### src/rtl/video_timing_gen.sv
// -----------------------------------------------------------------------------
// video_timing_gen
//
// Purpose:
//   Raster timing generator for a pixel-clocked display. A pair of free-running
//   counters walks the full frame (visible + porches + sync). The current
//   counts are published to colour sources, which answer with a pixel colour
//   PIXEL_DELAY clocks later. The sync/data-enable flags derived from the
//   counts are pushed through a matching delay line, so that the final output
//   register combines the timing and the colour that belong to the same counts.
//
// Handshake / timing contract (single clock domain, no backpressure):
//   counts presented in cycle t  -> source returns ext_color in cycle t+PIXEL_DELAY
//                                -> vga_* reflect those counts in cycle t+PIXEL_DELAY+1
//   frame_start / line_start are aligned with ext_count_* (undelayed).
//
// Ports:
//   clk          in   pixel clock
//   reset_n      in   synchronous active-low reset
//   ext_count_h  out  current horizontal count (32-bit signed, never negative)
//   ext_count_v  out  current vertical count   (32-bit signed, never negative)
//   ext_color    in   colour from the source, PIXEL_DELAY clocks after its counts
//   frame_start  out  one-clock pulse while (0,0) is presented
//   line_start   out  one-clock pulse while count_h==0 is presented
//   vga_hs       out  horizontal sync, level SYNC_POL when active
//   vga_vs       out  vertical sync, level SYNC_POL when active
//   vga_de       out  data enable
//   vga_color    out  pixel colour, 0 outside the visible area
// -----------------------------------------------------------------------------
module video_timing_gen #(
  parameter int H_VISIBLE   = 640,
  parameter int H_FP        = 16,
  parameter int H_SYNC      = 96,
  parameter int H_BP        = 48,
  parameter int V_VISIBLE   = 480,
  parameter int V_FP        = 10,
  parameter int V_SYNC      = 2,
  parameter int V_BP        = 33,
  parameter int BPP         = 8,
  parameter int PIXEL_DELAY = 8,
  parameter bit SYNC_POL    = 1'b0
) (
  input  logic                clk,
  input  logic                reset_n,
  output logic signed [31:0]  ext_count_h,
  output logic signed [31:0]  ext_count_v,
  input  logic [BPP-1:0]      ext_color,
  output logic                frame_start,
  output logic                line_start,
  output logic                vga_hs,
  output logic                vga_vs,
  output logic                vga_de,
  output logic [BPP-1:0]      vga_color
);

  // ---------------------------------------------------------------------------
  // Frame geometry
  // ---------------------------------------------------------------------------
  localparam int H_TOTAL = H_VISIBLE + H_FP + H_SYNC + H_BP;
  localparam int V_TOTAL = V_VISIBLE + V_FP + V_SYNC + V_BP;

  localparam int HW = (H_TOTAL > 2) ? $clog2(H_TOTAL) : 1;
  localparam int VW = (V_TOTAL > 2) ? $clog2(V_TOTAL) : 1;

  localparam logic [HW-1:0] H_LAST = HW'(H_TOTAL - 1);
  localparam logic [VW-1:0] V_LAST = VW'(V_TOTAL - 1);

  // Region boundaries, compared in 32 bits so that a boundary equal to the
  // total (e.g. zero-width porches) cannot overflow the counter width.
  localparam logic [31:0] H_VIS_END  = 32'(H_VISIBLE);
  localparam logic [31:0] H_SYNC_BEG = 32'(H_VISIBLE + H_FP);
  localparam logic [31:0] H_SYNC_END = 32'(H_VISIBLE + H_FP + H_SYNC);
  localparam logic [31:0] V_VIS_END  = 32'(V_VISIBLE);
  localparam logic [31:0] V_SYNC_BEG = 32'(V_VISIBLE + V_FP);
  localparam logic [31:0] V_SYNC_END = 32'(V_VISIBLE + V_FP + V_SYNC);

  localparam logic SYNC_IDLE = ~SYNC_POL;

  // ---------------------------------------------------------------------------
  // Counters
  // ---------------------------------------------------------------------------
  logic [HW-1:0] r_count_h;
  logic [VW-1:0] r_count_v;
  logic          r_started;     // 0 while in reset and on the release edge
  logic          r_frame_start;
  logic          r_line_start;

  logic [HW-1:0] w_next_h;
  logic [VW-1:0] w_next_v;
  logic          w_h_wrap;
  logic          w_v_wrap;

  always_comb begin
    w_h_wrap = (r_count_h == H_LAST);
    w_v_wrap = (r_count_v == V_LAST);
    w_next_h = w_h_wrap ? '0 : r_count_h + HW'(1);
    w_next_v = r_count_v;
    if (w_h_wrap) begin
      w_next_v = w_v_wrap ? '0 : r_count_v + VW'(1);
    end
  end

  // The first edge after reset releases holds the counters at (0,0) and
  // raises the start pulses, so (0,0) is the first position presented and
  // it is presented together with frame_start.
  always_ff @(posedge clk) begin
    if (!reset_n) begin
      r_count_h     <= '0;
      r_count_v     <= '0;
      r_started     <= 1'b0;
      r_frame_start <= 1'b0;
      r_line_start  <= 1'b0;
    end else if (!r_started) begin
      r_count_h     <= '0;
      r_count_v     <= '0;
      r_started     <= 1'b1;
      r_frame_start <= 1'b1;
      r_line_start  <= 1'b1;
    end else begin
      r_count_h     <= w_next_h;
      r_count_v     <= w_next_v;
      r_frame_start <= (w_next_h == '0) && (w_next_v == '0);
      r_line_start  <= (w_next_h == '0);
    end
  end

  logic [31:0] w_h32;
  logic [31:0] w_v32;

  assign w_h32 = {{(32-HW){1'b0}}, r_count_h};
  assign w_v32 = {{(32-VW){1'b0}}, r_count_v};

  assign ext_count_h = $signed(w_h32);
  assign ext_count_v = $signed(w_v32);
  assign frame_start = r_frame_start;
  assign line_start  = r_line_start;

  // ---------------------------------------------------------------------------
  // Undelayed timing flags, decoded from the presented counts. They are gated
  // by r_started so the reset-held (0,0) never enters the delay line as a
  // visible pixel.
  // ---------------------------------------------------------------------------
  logic w_hs_raw;
  logic w_vs_raw;
  logic w_de_raw;

  always_comb begin
    w_hs_raw = r_started && (w_h32 >= H_SYNC_BEG) && (w_h32 < H_SYNC_END);
    w_vs_raw = r_started && (w_v32 >= V_SYNC_BEG) && (w_v32 < V_SYNC_END);
    w_de_raw = r_started && (w_h32 < H_VIS_END) && (w_v32 < V_VIS_END);
  end

  // ---------------------------------------------------------------------------
  // Delay line matching the colour-source latency. Index PIXEL_DELAY-1 holds
  // the flags for the counts whose colour is on ext_color this cycle. Reset
  // clears every stage, so no half-finished sync pulse survives a restart.
  // ---------------------------------------------------------------------------
  logic [PIXEL_DELAY-1:0] r_hs_dly;
  logic [PIXEL_DELAY-1:0] r_vs_dly;
  logic [PIXEL_DELAY-1:0] r_de_dly;

  always_ff @(posedge clk) begin
    if (!reset_n) begin
      r_hs_dly <= '0;
      r_vs_dly <= '0;
      r_de_dly <= '0;
    end else begin
      r_hs_dly[0] <= w_hs_raw;
      r_vs_dly[0] <= w_vs_raw;
      r_de_dly[0] <= w_de_raw;
      for (int i = 1; i < PIXEL_DELAY; i++) begin
        r_hs_dly[i] <= r_hs_dly[i-1];
        r_vs_dly[i] <= r_vs_dly[i-1];
        r_de_dly[i] <= r_de_dly[i-1];
      end
    end
  end

  logic w_hs_d;
  logic w_vs_d;
  logic w_de_d;

  assign w_hs_d = r_hs_dly[PIXEL_DELAY-1];
  assign w_vs_d = r_vs_dly[PIXEL_DELAY-1];
  assign w_de_d = r_de_dly[PIXEL_DELAY-1];

  // ---------------------------------------------------------------------------
  // Output stage: all four vga_* outputs are registered here together, so
  // they share one latency. ext_color is only sampled while delayed de is set.
  // ---------------------------------------------------------------------------
  logic           r_vga_hs;
  logic           r_vga_vs;
  logic           r_vga_de;
  logic [BPP-1:0] r_vga_color;

  always_ff @(posedge clk) begin
    if (!reset_n) begin
      r_vga_hs    <= SYNC_IDLE;
      r_vga_vs    <= SYNC_IDLE;
      r_vga_de    <= 1'b0;
      r_vga_color <= '0;
    end else begin
      r_vga_hs    <= w_hs_d ? SYNC_POL : SYNC_IDLE;
      r_vga_vs    <= w_vs_d ? SYNC_POL : SYNC_IDLE;
      r_vga_de    <= w_de_d;
      r_vga_color <= w_de_d ? ext_color : '0;
    end
  end

  assign vga_hs    = r_vga_hs;
  assign vga_vs    = r_vga_vs;
  assign vga_de    = r_vga_de;
  assign vga_color = r_vga_color;

endmodule
### config.mk
export PLATFORM = sky130hd
export DESIGN_NAME = video_timing_gen
export DESIGN_NICKNAME = d
export VERILOG_FILES = /design/src/rtl/video_timing_gen.sv
export SDC_FILE = /design/constraint.sdc
export NUM_CORES = 1
export LEC_CHECK = 0
export BUFFER_PORTS_ARGS = -buffer_cell sky130_fd_sc_hd__buf_2
export CAP_MARGIN = 25
export CORE_MARGIN = 1
export CORE_UTILIZATION = 45
export DETAILED_ROUTE_END_ITERATION = 12
export GPL_ROUTABILITY_DRIVEN = 0
export PLACE_DENSITY_LB_ADDON = 0.15
export SETUP_SLACK_MARGIN = 0.4
export SLEW_MARGIN = 10
export SYNTH_ARGS = -nofsm -noshare
export SYNTH_HDL_FRONTEND = slang
export SYNTH_SLANG_ARGS = --single-unit
### constraint.sdc
create_clock -name clk -period 2.1 [get_ports clk]
set_input_delay 0.315 -clock clk [delete_from_list [all_inputs] [get_ports clk]]
set_output_delay 0.315 -clock clk [all_outputs]
set_load 0.02 [all_outputs]
# Word-level counts from Yosys, hierarchy flattened
# Cells that the tools add are included.
[word_totals]
register_bits = 58
latchBits = 0
mem_bits_rw = 0
rom_bits = 0
memories = 0
[op_classes]
n_addsub = 2
n_mul = 0
div = 0
magnitude_cmp = 6
n_eq_ne = 2
shifts = 0
muxes = 8
bitwise_logic = 0
n_reduce_logical = 11
[op_table]
columns = ["cell", "n"]
rows = [
  ["10-bit two-way mux", 3],
  ["10-bit by 1-bit adder with 10-bit output (second input constant)", 2],
  ["10-bit equality test (second input constant)", 2],
  ["10-bit zero test", 2],
  ["10-bit less-than comparator (second input constant)", 2],
  ["10-bit by 9-bit less-than comparator with 1-bit output (second input constant)", 2],
  ["10-bit greater-or-equal comparator (second input constant)", 1],
  ["10-bit by 9-bit greater-or-equal comparator with 1-bit output (second input constant)", 1],
  ["1-bit logical AND", 7],
  ["1-bit two-way mux", 5],
  ["2-bit AND reduction", 2],
]

# Logic depth before layout (Yosys ltp)
# Gate-level depths: netlist of the first run.
[depth]
word_depth = 6
ltp_mapped = 8
depth_no_buf = 8

# Worst setup path after synthesis of the first run
# No wires, ideal clock.
[synth_path]
path_type = "reg-to-reg"
startpoint = "register r_count_h[0]"
endpoint = "register r_frame_start, in the netlist frame_start"
setup_time_ps = 96
arrival_time_ps = 2155
slack_ps = -150
stages_incl_launch_ff = 9
cell_sequence = "dfxtp_1 ha_1 and3_1 buf_4 nand4_4 or3_4 o31ai_2 a21boi_1 o41ai_2"
[synth_via]
elab_chain_len = 5
[synth_rtl]
columns = ["item", "line_no", "text"]
rows = [
  ["start: declaration", "82", "logic [HW-1:0] r_count_h;"],
  ["start signal: assignment", "120", "r_count_h <= w_next_h;"],
  ["10-bit by 1-bit adder with 10-bit output / 10-bit equality test (equally long branches)", "96, 94", ""],
  ["10-bit two-way mux (on tied branches)", "96, 98", ""],
  ["10-bit zero test", "122", "r_frame_start <= (w_next_h == '0) && (w_next_v == '0);"],
  ["1-bit logical AND *", "122", ""],
  ["1-bit two-way mux *", "113", "end else if (!r_started) begin"],
  ["end signal: assignment", "122", ""],
  ["end: declaration", "85", "logic r_frame_start;"],
]
# Mark *: on every way between the ends. The rest lies on a longest branch, timed or not.
# A chain may end at the register's enable or synchronous reset.

# Worst setup path in the final report of the first run
[layout_path]
startpoint = "register r_count_h[5]"
endpoint = "register r_frame_start, in the netlist frame_start"
# Same word-level chain as after synthesis.

==> results of run 1 <==
==> per-layer routing <==
metal  share of wire  global-route usage  wire length (um)  vias up
li1                -                   -                 -     1015
met1            0.44               0.212              2310      943
met2            0.48               0.292              2560       76
met3           0.066              0.0791               349        6
met4           0.011              0.0722                57        0
met5               0                   0                 0        -
==> registers in the layout, summed over array words and instances (netlist names) <==
| register | count |
|---|---|
| r_hs_dly | 8 |
| r_vs_dly | 8 |
| frame_start | 1 |
| r_de_dly | 8 |
| r_count_h | 10 |
| vga_color | 8 |
| vga_de | 1 |
| line_start | 1 |
| vga_hs | 1 |
| vga_vs | 1 |
| r_started | 1 |
| r_count_v | 10 |
==> through the flow <==
stage / instance area (um^2) / cells / worst slack [ps] / hold WS (ps)
2_1_floorplan: 2840 / 331 / 136 / 343
4_1_cts: 3160 / 425 / 241 / 198
3_5_place_dp: 2820 / 401 / 103 / 355
3_3_place_gp: 2820 / 401 / 121 / 347
5_1_grt: 3300 / 437 / 141 / 198
6_report: 3300 / 437 / 226 / 218
==> what timing repair did <==
action,in CTS,in global routing
gates resized for setup,18,11
pin swaps,14,9
setup buffers,9,12
setup endpoints to repair,9,4
==> layout make-up <==
cell class | count | area [um^2] | area share
clock buffer | 10 | 138 | 0.0417
timing repair buffer | 75 | 458 | 0.139
multi-input combinational | 211 | 1350 | 0.408
clock inverter | 5 | 53.8 | 0.0163
sequential | 58 | 1190 | 0.361
inverter | 6 | 22.5 | 0.00683
tap | 72 | 90.1 | 0.0273
==> cell usage after synthesis (all sizes together) <==
master and instances:
ha 5, or3 5, xnor2 10, nor4 3
o21ai 6, o211ai 2, a21boi 2, nand2b 1
buf 49, clkbuf 7, nor4b 1, nand2 21
a21o 1, a31oi 1, and4b 2, o2bb2ai 1
and3 12, and2 24, nand4 7, nand3 9
a221oi 1, nor2 27, inv 6, nor2b 1
nor3 5, o2111ai 1, xor2 9, dfxtp 58
a21oi 4, o41ai 1, o31ai 3, a22oi 2
conb 1
==> worst min-delay path by stage <==
stage	endpoint	cells after the start	startpoint	slack (ps)
after floorplan	r_started	0	reset_n	340
after global placement	vga_vs	1	r_vs_dly[7]	350
after detailed placement	vga_vs	1	r_vs_dly[7]	360
after CTS	vga_color[6]	2	ext_color[6]	200
after global routing	vga_color[0]	2	ext_color[0]	200
final	vga_color[3]	2	ext_color[3]	220
==> worst reg2reg max path, delay by kind of cell (launching register included) <==
family / cells / cell delay, ps
flip-flops: 1 / 350
AND/OR/NAND/NOR: 4 / 910
AO/OA/AOI/OAI: 2 / 510
==> cell families (layout without fill, tap and decap cells) <==
group           count (synthesis)  after routing
compound gates                 25             25
xor+xnor                       19             19
fa+ha+maj                       5              5
buf+inv                        62             96
flops                          58             58
other cells                     1             44
simple gates                  118            118
==> power by group <==
part / internal [mW] / leakage (nW) / total, mW / switching [mW]
clock network: 0.569 / 0.0985 / 0.994 / 0.425
registers: 1.10 / 0.476 / 1.11 / 0.00476
logic: 0.0211 / 0.929 / 0.121 / 0.0996
total: 1.69 / 1.50 / 2.22 / 0.529
==> flow_metrics.env, run 1 <==
export IMPL_layout_drive_gt1_share=0.345
export IMPL_crit_chain="and4b_2, nand3_2, or3_4, o211ai_1, nand4_1, o41ai_2"
export IMPL_tns_ps=0
export IMPL_skew_ps=8.51
export IMPL_worstSkewPairLatency_ps=330
export IMPL_dpl_hpwl_um=3400
export IMPL_synth_compound_area_frac=0.0683
export IMPL_cts_root_buffer="clkbuf_8"
export IMPL_outcome="complete, no violations"
export IMPL_holdBufCountCts=0
export IMPL_die_width_um=78.3
export IMPL_grt_start_max_net_pins=36
export IMPL_cp_startpoint="r_count_h[5]"
export IMPL_synthCells=288
export IMPL_numCtsBuffers=9
export IMPL_htree_num_levels=3
export IMPL_final_cell_mix="dfxtp_1 (47), conb_1 (44), buf_2 (42)"
export IMPL_antenna_cells=0
export IMPL_route_detailed_drc=0
export IMPL_tritoncts="built"
export IMPL_vias=2040
export IMPL_syn2layout_area_growth_pct=25.9
export IMPL_period_minus_slack_ps=1870
export IMPL_rsz0062_at_grt="true"
export IMPL_layout_nets=376
export IMPL_crit_end="frame_start"
export IMPL_cts_buffer_depth=2
export IMPL_hold_viol=0
export IMPL_synth_xor_area_frac=0.0635
export IMPL_r2r_slack_ps=230
export IMPL_cap_violations=0
export IMPL_clkTransAtPathRegs_ps=70
export IMPL_io_pins=87
export IMPL_worstReg2RegStart="r_count_h[5]"
export IMPL_timing_rr_end="frame_start"
export IMPL_worst_path_stages=6
export IMPL_std_cell_rows=27
export IMPL_synth_top_family_by_area="simple AND/OR/NAND/NOR gates"
export IMPL_total_power_mw=2.22
export IMPL_r2r_cells=6
export IMPL_drv_slew=0
export IMPL_first_pass_iters=5
export IMPL_required_ps=2340
export IMPL_ys_top_cells_by_area="dfxtp_1 (44%), buf_4 (13%), and2_1 (5.7%), nor2_1 (3.9%), xnor2_1 (3.3%)"
export IMPL_die_h_um=78.3
export IMPL_layout_commonest_cell="dfxtp_1"
export IMPL_grt_pass1_wl_um=8440
export IMPL_leakage_nw=1.50
export IMPL_io_buffers=42
export IMPL_final_util=0.592
export IMPL_ys_types=40
export IMPL_max_stage_delay_ps=350
export IMPL_worstSetupEndpointType="register"
export IMPL_grt_antenna_before_repair=0
export IMPL_worstPathArrival_ps=2120
export IMPL_yosys_warnings=0
export IMPL_synth_largest_area_cell="dfxtp_1"
export IMPL_core_region_area_mm2=0.00557
export IMPL_fillers=486
export IMPL_cts_sinks=58
export IMPL_drt_wirelength_per_cell_um=12.1
export IMPL_peakVddDrop_uv=586
export IMPL_cp_max_fo=4
export IMPL_synth_adder_area_share=0.0239
export IMPL_antenna_left=0
export IMPL_synth_seq_cells=58
export IMPL_fin_crit_sh=0.892
export IMPL_grt_pass1_vias=1850
export IMPL_crit_buf_inv=0
export IMPL_grt_util_all_layers=0.182
export IMPL_cpLargestDelayFamily="simple AND/OR/NAND/NOR gates"
export IMPL_fmax_ghz=0.534
export IMPL_syn_area_per_cell_um2=9.10
export IMPL_viasPerCell=4.67
export IMPL_power_density_mw_per_mm2=673
export IMPL_finalWirelength_um=5280
export IMPL_critPathKind="reg -> reg"
export IMPL_cpMaxStageDelayCell="dfxtp_4"
export IMPL_die_area_mm2=0.00613
export IMPL_yosysSeqAreaShare=0.443
export IMPL_start_kind="register"
export IMPL_yosys_area_top_type_share=0.443
export IMPL_final_setup_viol_count=0
export IMPL_synth_mux_area_frac=0
export IMPL_syn_area_mm2=0.00262
export IMPL_start_util=0.470
export IMPL_hold_path_class="in -> reg"
export IMPL_drtIter0Drc=103
export IMPL_overflow=0
export IMPL_synth_simple_area_share=0.241
Power figures use the tool's default switching activity.
==> run 2: changes to the inputs <==
--- a/config.mk
+++ b/config.mk
@@ -8,7 +8,7 @@
 export BUFFER_PORTS_ARGS = -buffer_cell sky130_fd_sc_hd__buf_2
 export CAP_MARGIN = 25
 export CORE_MARGIN = 1
-export CORE_UTILIZATION = 45
+export CORE_UTILIZATION = 29
 export DETAILED_ROUTE_END_ITERATION = 12
 export GPL_ROUTABILITY_DRIVEN = 0
 export PLACE_DENSITY_LB_ADDON = 0.15
==> constraint.sdc (replaced) <==
create_clock -name clk -period 2.1 [get_ports clk]
set_input_delay 0.105 -clock clk [delete_from_list [all_inputs] [get_ports clk]]
set_output_delay 0.105 -clock clk [all_outputs]
set_load 0.02 [all_outputs]
==> flow_metrics.env, run 2 (synthesis gave the netlist of run 1 again) <==
export IMPL_outcome="complete, no violations"
export IMPL_hold_viol=0
export IMPL_grt_start_max_net_pins=34
export IMPL_leakage_nw=1.58
export IMPL_io_pins=87
export IMPL_required_ps=2350
export IMPL_r2r_slack_ps=180
export IMPL_tns_ps=0
export IMPL_grt_util_all_layers=0.119
export IMPL_cts_sinks=58
export IMPL_dpl_hpwl_um=3730
export IMPL_drtIter0Drc=36
export IMPL_cpMaxStageDelayCell="or3_4"
export IMPL_cts_buffer_depth=2
export IMPL_cap_violations=0
export IMPL_layout_commonest_cell="dfxtp_1"
export IMPL_critPathKind="reg -> reg"
export IMPL_htree_num_levels=3
export IMPL_worstHoldEndpoint="vga_color[4]"
export IMPL_fillers=877
export IMPL_grt_pass1_wl_um=8740
export IMPL_hold_path_class="in -> reg"
export IMPL_hold_depth=2
export IMPL_layout_drive_gt1_share=0.351
export IMPL_fin_crit_sh=0.913
export IMPL_crit_buf_inv=0
export IMPL_antenna_cells=0
export IMPL_syn2layout_area_growth_pct=33.1
export IMPL_place_area_mm2=0.00290
export IMPL_finalWirelength_um=5590
export IMPL_die_area_mm2=0.00942
export IMPL_worstSkewPairLatency_ps=330
export IMPL_cts_root_buffer="clkbuf_8"
export IMPL_worstPathArrival_ps=2160
export IMPL_cpLargestDelayFamily="simple AND/OR/NAND/NOR gates"
export IMPL_reg_top3="r_count_h: 10 flops, r_count_v: 10 flops"
export IMPL_final_cell_mix="dfxtp_1 (46), conb_1 (44), buf_2 (42)"
export IMPL_io_buffers=42
export IMPL_period_minus_slack_ps=1920
export IMPL_power_density_mw_per_mm2=699
export IMPL_route_detailed_drc=0
export IMPL_layout_nets=389
export IMPL_overflow=0
export IMPL_fmax_ghz=0.521
export IMPL_crit_chain="and4b_2, nand4_4, or3_4, o31ai_2, a21boi_1, o41ai_2"
export IMPL_worstReg2RegStart="r_count_h[5]"
export IMPL_r2r_cells=6
export IMPL_die_h_um=97.1
export IMPL_grt_pass1_vias=1782
export IMPL_vias=2059
export IMPL_cp_max_fo=6
export IMPL_hold_path_startpoint="ext_color[4]"
export IMPL_timing_rr_end="frame_start"
export IMPL_first_pass_iters=4
export IMPL_numCtsBuffers=9
export IMPL_grt_antenna_before_repair=0
export IMPL_final_util=0.400
export IMPL_rsz0062_at_grt="true"
export IMPL_final_setup_viol_count=0
export IMPL_start_util=0.300
export IMPL_drt_wirelength_per_cell_um=11.5
export IMPL_clkTransAtPathRegs_ps=70
export IMPL_worstSetupEndpointType="register"
export IMPL_std_cell_rows=34
export IMPL_tritoncts="built"
export IMPL_start_kind="register"
export IMPL_drv_slew=0
export IMPL_antenna_left=0
export IMPL_die_width_um=97.1
export IMPL_peakVddDrop_uv=296
export IMPL_core_region_area_mm2=0.00872
export IMPL_stdcell_area_mm2=0.00349
export IMPL_viasPerCell=4.23
export IMPL_max_stage_delay_ps=390
export IMPL_skew_ps=5.15
[run 2: cell count changes in the layout (fill, tap and decap cells not counted), sizes merged]
cell,delta
dlygate4sd3,+7
bufinv,+1
buf,+6
inv,+1
clkinvlp,-1
[run 2: metrics by stage]
step	cells	total power [mW]	hold slack, ps	setup slack [ps]
floorplan	331	1.29	133	136
global placement	441	1.25	345	142
detailed placement	441	1.25	348	115
CTS	475	2.49	0.908	212
global route	487	2.56	8.78	80.1
finish	487	2.44	14.9	182
[run 2: cell type report]
type / count / area [um^2] / area share
Tap cell: 108 / 135 / 0.0387
Clock inverter: 6 / 85.1 / 0.0244
Sequential cell: 58 / 1190 / 0.341
Clock buffer: 10 / 149 / 0.0427
Multi-Input combinational cell: 211 / 1330 / 0.380
Inverter: 6 / 25.0 / 0.00717
Timing Repair Buffer: 88 / 577 / 0.165
[run 2: report_power, final]
group	internal, mW	switching (mW)
registers	1.10	0.00430
clock network	0.740	0.458
logic	0.0305	0.104
total	1.87	0.567
[run 2: layer usage]
| layer | wire length [um] | GRT usage | vias up |
|---|---|---|---|
| met5 | 0 | 0 | - |
| met4 | 71 | 0.0459 | 0 |
| li1 | - | - | 1047 |
| met1 | 2590 | 0.145 | 939 |
| met3 | 315 | 0.0518 | 9 |
| met2 | 2620 | 0.185 | 64 |
[run 2: how the worst max path moves through the flow]
stage                       startpoint  cells past startpoint           to  slack, ps
after global placement    r_count_h[1]                      7  frame_start        140
after CTS                 r_count_h[5]                      6  frame_start        210
final                     r_count_h[5]                      6  frame_start        180
after detailed placement  r_count_h[1]                      7  frame_start        110
after global routing      r_count_h[5]                      7  frame_start         80
after floorplan           r_count_h[5]                      7  frame_start        140
[run 2: worst reg2reg max path: cells and delay by family (launching register included)]
kind	cells	cell delay [ps]
compound gates	3	640
flops	1	350
simple gates	3	860
[run 2: repair_timing]
item                                   4_1_cts  5_1_grt
hold buffers                                 6        1
resized for setup                           10       21
endpoints found under the hold margin        6        1
setup buffers                               12       11
pin swaps                                   10        7
setup endpoints to repair                    8       10
